==> src/rtl/iso_sched_pkg.sv <==
// rtl/iso_sched_pkg.sv - shared types and constants for the isochronous TU scheduler
package iso_sched_pkg;

  localparam int TU_SIZE_C = 64;
  localparam int FRAC_W_C  = 10;
  localparam int VC_MIN    = 1;
  localparam int VC_MAX    = TU_SIZE_C - 2;

  typedef enum logic [2:0] {
    SYM_NONE = 3'd0,
    SYM_DATA = 3'd1,
    SYM_FS   = 3'd2,
    SYM_FILL = 3'd3,
    SYM_FE   = 3'd4
  } sym_type_e;

  typedef enum logic {
    ST_IDLE = 1'b0,
    ST_RUN  = 1'b1
  } sched_state_e;

  // vc is always clamped below last_slot, so FS and FE never collide
  function automatic sym_type_e slot_sym(input logic [5:0] slot,
                                         input logic [5:0] vc,
                                         input logic [5:0] last_slot);
    if (slot < vc)
      return SYM_DATA;
    else if (slot == vc)
      return SYM_FS;
    else if (slot == last_slot)
      return SYM_FE;
    else
      return SYM_FILL;
  endfunction

endpackage

==> src/rtl/iso_tu_frac_acc.sv <==
// rtl/iso_tu_frac_acc.sv - fractional valid-symbol accumulator with clamp, yields vc per TU
module iso_tu_frac_acc
  import iso_sched_pkg::*;
#(
  parameter int TU_SIZE = TU_SIZE_C,
  parameter int FRAC_W  = FRAC_W_C
) (
  input  logic              clk,
  input  logic              rst_n,
  input  logic              init,
  input  logic              step,
  input  logic [5:0]        vs_int,
  input  logic [FRAC_W-1:0] vs_frac,
  output logic [5:0]        vc
);

  localparam int VC_HI = TU_SIZE - 2;

  logic [FRAC_W-1:0] acc;
  logic [FRAC_W:0]   sum;
  logic [6:0]        vc_raw;

  // init treats the accumulator as already cleared so the first TU of a line starts from zero
  always_comb begin
    sum    = {1'b0, (init ? '0 : acc)} + {1'b0, vs_frac};
    vc_raw = {1'b0, vs_int} + 7'(sum[FRAC_W]);
    if (vc_raw < 7'(VC_MIN))
      vc = 6'(VC_MIN);
    else if (vc_raw > 7'(VC_HI))
      vc = 6'(VC_HI);
    else
      vc = vc_raw[5:0];
  end

  always_ff @(posedge clk) begin
    if (!rst_n)
      acc <= '0;
    else if (init || step)
      acc <= sum[FRAC_W-1:0];
  end

endmodule

==> src/rtl/iso_tu_scheduler.sv <==
// rtl/iso_tu_scheduler.sv - per-line TU sequencer choosing DATA/FS/FILL/FE per lane clock
module iso_tu_scheduler
  import iso_sched_pkg::*;
#(
  parameter int TU_SIZE = TU_SIZE_C,
  parameter int FRAC_W  = FRAC_W_C,
  parameter int LCNT_W  = 16
) (
  input  logic              clk,
  input  logic              rst_n,
  input  logic              cfg_vld,
  input  logic [5:0]        cfg_vs_int,
  input  logic [FRAC_W-1:0] cfg_vs_frac,
  input  logic [LCNT_W-1:0] cfg_line_syms,
  input  logic              line_start,
  input  logic              fifo_empty,
  output logic [2:0]        sym_type,
  output logic [5:0]        tu_slot,
  output logic              busy,
  output logic              line_done,
  output logic              underflow
);

  localparam logic [5:0] LAST_SLOT = 6'(TU_SIZE - 1);

  sched_state_e      state;
  logic [5:0]        sh_int;
  logic [FRAC_W-1:0] sh_frac;
  logic [LCNT_W-1:0] sh_syms;
  logic [5:0]        act_int;
  logic [FRAC_W-1:0] act_frac;
  logic [LCNT_W-1:0] rem;
  logic [5:0]        vc_q;

  logic              acc_init;
  logic              tu_wrap;
  logic [5:0]        acc_int;
  logic [FRAC_W-1:0] acc_frac;
  logic [5:0]        acc_vc;
  logic [5:0]        next_slot;
  logic [5:0]        vc_eff;
  sym_type_e         next_sym;

  always_comb begin
    acc_init  = (state == ST_IDLE) && line_start && (sh_syms != '0);
    tu_wrap   = (state == ST_RUN) && (rem != '0) && (tu_slot == LAST_SLOT);
    acc_int   = acc_init ? sh_int  : act_int;
    acc_frac  = acc_init ? sh_frac : act_frac;
    next_slot = (tu_slot == LAST_SLOT) ? 6'd0 : tu_slot + 6'd1;
    vc_eff    = tu_wrap ? acc_vc : vc_q;
    next_sym  = slot_sym(next_slot, vc_eff, LAST_SLOT);
  end

  iso_tu_frac_acc #(
    .TU_SIZE (TU_SIZE),
    .FRAC_W  (FRAC_W)
  ) u_frac_acc (
    .clk     (clk),
    .rst_n   (rst_n),
    .init    (acc_init),
    .step    (tu_wrap),
    .vs_int  (acc_int),
    .vs_frac (acc_frac),
    .vc      (acc_vc)
  );

  always_ff @(posedge clk) begin
    if (!rst_n) begin
      state     <= ST_IDLE;
      sh_int    <= '0;
      sh_frac   <= '0;
      sh_syms   <= '0;
      act_int   <= '0;
      act_frac  <= '0;
      rem       <= '0;
      vc_q      <= '0;
      sym_type  <= SYM_NONE;
      tu_slot   <= '0;
      busy      <= 1'b0;
      line_done <= 1'b0;
      underflow <= 1'b0;
    end else begin
      line_done <= 1'b0;
      if (cfg_vld) begin
        sh_int    <= cfg_vs_int;
        sh_frac   <= cfg_vs_frac;
        sh_syms   <= cfg_line_syms;
        underflow <= 1'b0;
      end
      // later assignment lets an underflow event override a same-cycle clear
      if ((sym_type == SYM_DATA) && fifo_empty)
        underflow <= 1'b1;

      case (state)
        ST_IDLE: begin
          sym_type <= SYM_NONE;
          tu_slot  <= '0;
          busy     <= 1'b0;
          if (line_start) begin
            act_int  <= sh_int;
            act_frac <= sh_frac;
            if (sh_syms == '0) begin
              line_done <= 1'b1;
            end else begin
              state    <= ST_RUN;
              busy     <= 1'b1;
              vc_q     <= acc_vc;
              sym_type <= SYM_DATA;
              rem      <= sh_syms - LCNT_W'(1);
            end
          end
        end
        ST_RUN: begin
          if (rem == '0) begin
            state     <= ST_IDLE;
            busy      <= 1'b0;
            line_done <= 1'b1;
            sym_type  <= SYM_NONE;
            tu_slot   <= '0;
          end else begin
            tu_slot  <= next_slot;
            sym_type <= next_sym;
            if (tu_wrap)
              vc_q <= acc_vc;
            if (next_sym == SYM_DATA)
              rem <= rem - LCNT_W'(1);
          end
        end
        default: state <= ST_IDLE;
      endcase
    end
  end

endmodule

==> config.mk <==
export PLATFORM = sky130hd
export DESIGN_NAME = iso_tu_scheduler
export DESIGN_NICKNAME = d
export VERILOG_FILES = /design/src/rtl/iso_sched_pkg.sv /design/src/rtl/iso_tu_frac_acc.sv /design/src/rtl/iso_tu_scheduler.sv
export SDC_FILE = /design/constraint.sdc
export NUM_CORES = 1
export LEC_CHECK = 0
export ABC_AREA = 1
export CORE_ASPECT_RATIO = 2
export CORE_MARGIN = 8
export CORE_UTILIZATION = 53
export DETAILED_ROUTE_END_ITERATION = 12
export GPL_TIMING_DRIVEN = 0
export PLACE_DENSITY = 0.85
export REMOVE_ABC_BUFFERS = 1
export SETUP_SLACK_MARGIN = 0.02
export SYNTH_ARGS = -nofsm -noshare
export SYNTH_HDL_FRONTEND = slang
export SYNTH_HIERARCHICAL = 1
export SYNTH_SLANG_ARGS = --single-unit
==> constraint.sdc <==
create_clock -name clk -period 5.05 [get_ports clk]
set_input_delay 1.01 -clock clk [delete_from_list [all_inputs] [get_ports clk]]
set_output_delay 1.01 -clock clk [all_outputs]
set_load 0.02 [all_outputs]
==> impl_metrics.env, run 1 <==
export IMPL_status="complete, but fails checks"
export IMPL_violations="setup timing"
export IMPL_syn_cell_area_um2=5590
export IMPL_gp_congestion=0.9308
export IMPL_final_setup_tns_ns=-4.067
export IMPL_holdPathStages=2
export IMPL_gr_total_overflow=0
export IMPL_grt_pass1_wl_um=26540
export IMPL_slowest_stage="fa_2"
export IMPL_reg2reg_depth=37
export IMPL_layout_worst_path_cycle_share_pct=104.8
export IMPL_die_x_um=88.62
export IMPL_grt_max_degree=61
export IMPL_cts_sinks=93
export IMPL_max_stage_delay_ns=0.41
export IMPL_clkTransAtPathRegs_ns=0.07
export IMPL_cts_buffers_inserted=9
export IMPL_grt_pass1_vias=6004
export IMPL_syn_inst=874
export IMPL_cp_end_kind="flip-flop"
export IMPL_crit_fanout=5
export IMPL_cp_arrival_ns=5.59
export IMPL_yosys_warnings=6
export IMPL_clk_path_buf_depth=2
export IMPL_synthAdderAreaFrac_pct=5.058
export IMPL_vias_per_cell=5.682
export IMPL_startpoint_type="flip-flop"
export IMPL_p_leak_uw=0.003425
export IMPL_ys_async_sr_fraction_pct=0
export IMPL_synth_top_family_by_area="simple AND/OR/NAND/NOR gates"
export IMPL_final_antenna_net_count=0
export IMPL_grt_usage_pct=23.47
export IMPL_antenna_found_initial=0
export IMPL_setup_viol=20
export IMPL_cp_num_buf_inv=3
export IMPL_cts_tree="done"
export IMPL_cts_root_buf="clkbuf_16"
export IMPL_synthSimpleGateAreaFrac_pct=39.77
export IMPL_num_vias=6267
export IMPL_wl_per_cell_um=16.30
export IMPL_synth_edf_count=0
export IMPL_dieArea_um2=14290
export IMPL_powerDensity_nw_per_um2=323.1
export IMPL_worst_slack_ns=-0.2413
export IMPL_final_max_slew_viol_count=0
export IMPL_drtPass1Iterations=5
export IMPL_row_count=53
export IMPL_routed_wl_um=17980
export IMPL_cp_depth=37
export IMPL_path_class="flip-flop to flip-flop"
export IMPL_final_hold_viol_count=0
export IMPL_synth_cell_type_count=40
export IMPL_drt_iter0_markers=505
export IMPL_synth_top_flop_cell="dfxtp_1"
export IMPL_fin_skew_ns=0.004343
export IMPL_place_ws_ns=-2.432
export IMPL_diodes=0
export IMPL_tightestPinTransition_ns=1.173
export IMPL_yosysSeqAreaShare_pct=33.30
export IMPL_clk_latency_ns=0.36
export IMPL_worst_endpoint_required_ns=5.35
export IMPL_synth_compound_gate_area_share_pct=10.92
export IMPL_ctsHtreeMaxLevel=3
export IMPL_clock_fmax_mhz=189.0
export IMPL_area_growth_pct=31.27
export IMPL_synthXorXnorAreaFrac_pct=1.589
export IMPL_drive_gt1_share_pct=20.39
export IMPL_slew_headroom_pct=21.74
export IMPL_die_y_um=161.2
export IMPL_crit_family="simple AND/OR/NAND/NOR gates"
export IMPL_final_net_count=1020
export IMPL_crit_path_frequent_cell="nand2_2"
export IMPL_drc_errors=0
export IMPL_core_area_um2=10410
export IMPL_avgSynthCellArea_um2=6.396
export IMPL_start_util_pct=53.70
export IMPL_cap_violations=0
export IMPL_hp_class="flip-flop to flip-flop"
export IMPL_synthMuxAreaShare_pct=0
export IMPL_design_power_total_uw=2371
export IMPL_synth_seq_cells=93
export IMPL_rsz0062_at_grt="yes"
export IMPL_port_buffers=48
export IMPL_num_io_pins=49
export IMPL_min_period_ns=5.291
export IMPL_ir_drop_mv=0.2804
export IMPL_hpwl_um=9496
==> synthesized netlist by cell type (2+ instances only) <==
cell type | n | area [µm²]
buf_6 | 6 | 67.56
buf_2 | 7 | 35.03
buf_4 | 2 | 15.01
nand3_1 | 54 | 270.3
nand3_2 | 3 | 30.03
o21ai_0 | 64 | 320.3
o21ai_1 | 6 | 30.03
nand4_1 | 8 | 50.05
dfxtp_1 | 93 | 1862
nand2_1 | 222 | 833.3
clkbuf_1 | 14 | 52.55
nand2_4 | 5 | 56.30
nand3b_1 | 4 | 30.03
nand2_2 | 16 | 100.1
nor3_1 | 3 | 15.01
nor2_2 | 8 | 50.05
nor2_4 | 6 | 67.56
inv_1 | 88 | 330.3
inv_2 | 4 | 15.01
ha_1 | 21 | 262.8
nand3_4 | 2 | 35.03
nor2_1 | 175 | 656.9
a21oi_1 | 41 | 205.2
xor2_1 | 6 | 52.55
==> repair_timing <==
item	in CTS	in global routing
setup buffers	46	7
gates resized for setup	41	79
gates cloned	2	3
endpoints found under the setup margin	25	20
hold buffers	0	0
pin swaps	14	47
==> through the flow <==
stage	util, %	std cells	hold WS, ns	area [µm²]
floorplan	-	844	0.4402	5416
global placement	58.29	1029	0.4474	6068
detailed placement	58.44	1030	0.4546	6085
CTS	66.64	1094	0.4698	6938
global route	70.48	1103	0.4921	7338
finish	70.48	1103	0.4657	7338
==> metal layers <==
layer | part of all wire (%) | global-route usage, %
met5 | 0 | 0
met4 | 7.0 | 17.15
met3 | 6.5 | 5.038
met2 | 53 | 42.01
met1 | 34 | 22.14
==> final timing paths <==
check	slack, ns	end	start
worst min-delay path	0.47	underflow$_SDFFE_PN0P_	underflow$_SDFFE_PN0P_
worst max-delay path	-0.24	rem[13]$_SDFFE_PN0P_	sh_syms[14]$_SDFFE_PN0P_
worst min register to register	0.47	underflow$_SDFFE_PN0P_	underflow$_SDFFE_PN0P_
worst max register to register	-0.24	rem[13]$_SDFFE_PN0P_	sh_syms[14]$_SDFFE_PN0P_
==> cells in the final DEF, fill, tap and decap left out, types with 11 or more instances in the layout <==
cell type        count
nor2_1             164
a21oi_2             12
nand2_1            204
clkdlybuf4s50_1     46
o21ai_0             62
a21oi_1             29
nand3_1             45
ha_1                11
dfxtp_1             92
nand2_2             28
nor2_2              15
inv_1               81
buf_4               44
==> flip-flops by register name (all words and copies together) (netlist names) <==
name and flops:
tu_slot 6, act_int 6, sh_int 6, u_frac_acc/acc 10, sh_syms 16, line_done 1
sh_frac 10, act_frac 10, busy 1, underflow 1, rem 16, state 1
vc_q 6, sym_type 3
==> tightest hold or removal path, cell delays in order (launching register included) <==
cell and delay (ns):
dfxtp_1 0.31, nand2_1 0.06, a21oi_1 0.05
==> power breakdown <==
| part | leakage (µW) | internal [µW] | switching (µW) |
|---|---|---|---|
| combinational | 0.00251 | 301 | 502 |
| clock | 0.000149 | 401 | 305 |
| sequential | 0.000769 | 808 | 56.0 |
==> final cells by class <==
class / count / area (µm²)
Clock buffer: 10 / 239.0
Clock inverter: 6 / 68.82
Fill cell: 798 / 3073
Inverter: 93 / 377.9
Multi-Input combinational cell: 662 / 3657
Sequential cell: 93 / 1866
Tap cell: 137 / 171.4
Timing Repair Buffer: 101 / 949.7
Timing Repair inverter: 1 / 8.758
==> logic make-up (layout without fill, tap and decap cells) <==
group,after synthesis,count (layout)
xor+xnor,8,8
fa+ha+maj,22,22
buf+inv,123,211
flops,93,93
simple gates,510,514
compound gates,118,118
(Power assumes the default switching activity.)
==> run 2, diff against run 1 <==
CTS_CLUSTER_SIZE = 14   (was unset)
==> results of run 2 <==
Same layout as run 1: the final DEF is identical, and so are final timing and power.
==> run 3, diff against run 2 <==
CORE_UTILIZATION = 58   (was 53)
HOLD_SLACK_MARGIN = 0.03   (was unset)
PLACE_DENSITY = 0.88   (was 0.85)
clock period = 5 ns   (was 5.05 ns; I/O delays follow)
==> impl_metrics.env, run 3 (synthesis gave the netlist of run 1 again) <==
export IMPL_status="complete, but fails checks"
export IMPL_violations="setup timing"
export IMPL_grt_max_degree=41
export IMPL_final_core_util_pct=75.92
export IMPL_clk_latency_ns=0.36
export IMPL_row_count=50
export IMPL_worst_slack_ns=-0.2176
export IMPL_cap_violations=0
export IMPL_cts_sinks=93
export IMPL_cp_num_buf_inv=7
export IMPL_design_area_um2=7124
export IMPL_p_leak_uw=0.003282
export IMPL_crit_family="simple AND/OR/NAND/NOR gates"
export IMPL_grt_pass1_vias=5713
export IMPL_layout_commonest_cell="nand2_1"
export IMPL_diodes=0
export IMPL_cts_tree="done"
export IMPL_cts_root_buf="clkbuf_16"
export IMPL_final_setup_tns_ns=-2.778
export IMPL_fill_cells=638
export IMPL_min_period_ns=5.218
export IMPL_setup_viol=17
export IMPL_seq_area_um2=1866
export IMPL_hpwl_um=9546
export IMPL_clock_fmax_mhz=191.7
export IMPL_final_max_slew_viol_count=0
export IMPL_area_growth_pct=27.44
export IMPL_ctsHtreeMaxLevel=3
export IMPL_reg_top3="rem (16), sh_syms (16)"
export IMPL_cp_end_kind="flip-flop"
export IMPL_clk_path_buf_depth=2
export IMPL_crit_reg2reg_launch="sh_syms[14]$_SDFFE_PN0P_"
export IMPL_placed_area_um2=6043
export IMPL_routed_wl_um=16970
export IMPL_crit_fanout=8
export IMPL_num_vias=6058
export IMPL_final_net_count=993
export IMPL_drc_errors=0
export IMPL_die_x_um=85.42
export IMPL_drive_gt1_share_pct=17.89
export IMPL_core_area_um2=9384
export IMPL_hp_start="sh_syms[0]$_SDFFE_PN0P_"
export IMPL_crit_path_frequent_cell="nand2_8"
export IMPL_cp_startpoint="line_start"
export IMPL_start_util_pct=59.57
export IMPL_antenna_found_initial=0
export IMPL_clkTransAtPathRegs_ns=0.07
export IMPL_multi_input_comb_area_um2=3706
export IMPL_hp_class="flip-flop to flip-flop"
export IMPL_grt_usage_pct=23.88
export IMPL_cp_arrival_ns=5.47
export IMPL_slowest_stage="fa_2"
export IMPL_ir_drop_mv=0.2288
export IMPL_layout_worst_path_cycle_share_pct=104.4
export IMPL_gp_congestion=0.9469
export IMPL_tightestPinTransition_ns=1.186
export IMPL_final_antenna_net_count=0
export IMPL_port_buffers=48
export IMPL_wl_per_cell_um=16.27
export IMPL_path_class="primary input to flip-flop"
export IMPL_max_stage_delay_ns=0.38
export IMPL_gr_total_overflow=0
export IMPL_num_io_pins=49
export IMPL_fin_skew_ns=0.006613
export IMPL_final_hold_viol_count=0
export IMPL_powerDensity_nw_per_um2=333.1
export IMPL_worst_endpoint_required_ns=5.25
export IMPL_die_y_um=154.8
export IMPL_grt_pass1_wl_um=25330
export IMPL_mostFrequentLayoutCells="nand2_1, nor2_1, dfxtp_1"
export IMPL_cts_buffers_inserted=9
export IMPL_rsz0062_at_grt="yes"
export IMPL_dieArea_um2=13230
export IMPL_startpoint_type="primary input"
export IMPL_vias_per_cell=5.808
export IMPL_drt_iter0_markers=455
export IMPL_ctsHoldBuffers=0
export IMPL_slew_headroom_pct=20.82
export IMPL_drtPass1Iterations=5
export IMPL_worst_r2r_setup_slack_ns=-0.18
run 3: cell count changes in the layout (fill, tap and decap cells not counted), moves of 4 or more:
cell	previous run	this run
nand2_1	204	198
nand2_2	28	32
a21oi_2	12	8
buf_4	44	18
inv_2	7	3
inv_1	81	86
run 3: path summary, 6_finish.rpt:
path | endpoint | cells past startpoint
worst min-delay path | sh_syms[0]$_SDFFE_PN0P_ | 2
worst max-delay path | rem[14]$_SDFFE_PN0P_ | 36
worst max register to register | rem[14]$_SDFFE_PN0P_ | 36
worst min register to register | sh_syms[0]$_SDFFE_PN0P_ | 2
run 3: cell type report:
type | count | area share [%]
clock buffer | 10 | 3.354
tap | 104 | 1.826
sequential | 93 | 26.19
timing repair buffer | 74 | 10.26
multi-input combinational | 662 | 52.02
clock inverter | 6 | 0.9835
inverter | 93 | 5.251
timing repair inverter | 1 | 0.1229
run 3: stage by stage:
step                      instances  setup slack [ns]  total power, µW  hold WS [ns]
final                          1043           -0.2176             2373        0.4722
after CTS                      1034           0.02000             2246        0.4684
after global routing           1043           -0.3949             2481        0.4891
after floorplan                 844            -1.103             1298        0.4402
after global placement          996            -2.807             1445        0.4515
after detailed placement        997            -2.469             1457        0.4549
run 3: per-layer routing:
| layer | track usage (%) | routed length [µm] | up-vias |
|---|---|---|---|
| li1 | - | - | 2878 |
| met1 | 22.63 | 5751 | 2759 |
| met4 | 15.40 | 1160 | 0 |
| met5 | 0 | 0 | - |
| met2 | 45.35 | 9042 | 311 |
| met3 | 3.769 | 1019 | 110 |
run 3: tightest hold or removal path: cells and delay by family (launching register included):
family | cells | cell delay [ns]
flip-flops | 1 | 0.31
buffers and inverters | 1 | 0.06
AO/OA/AOI/OAI | 1 | 0.05
run 3: report_power, final:
group | internal [µW] | total, µW | switching, µW
combinational | 291 | 782 | 491
clock | 405 | 719 | 314
sequential | 816 | 873 | 57.0
run 3: timing repair:
action                                  CTS  global route
endpoints found under the hold margin     0             0
gates resized for setup                  45            77
endpoints found under the setup margin   25            19
buffers inserted                         17             8
pin swaps                                24            29
gates cloned                              4             1
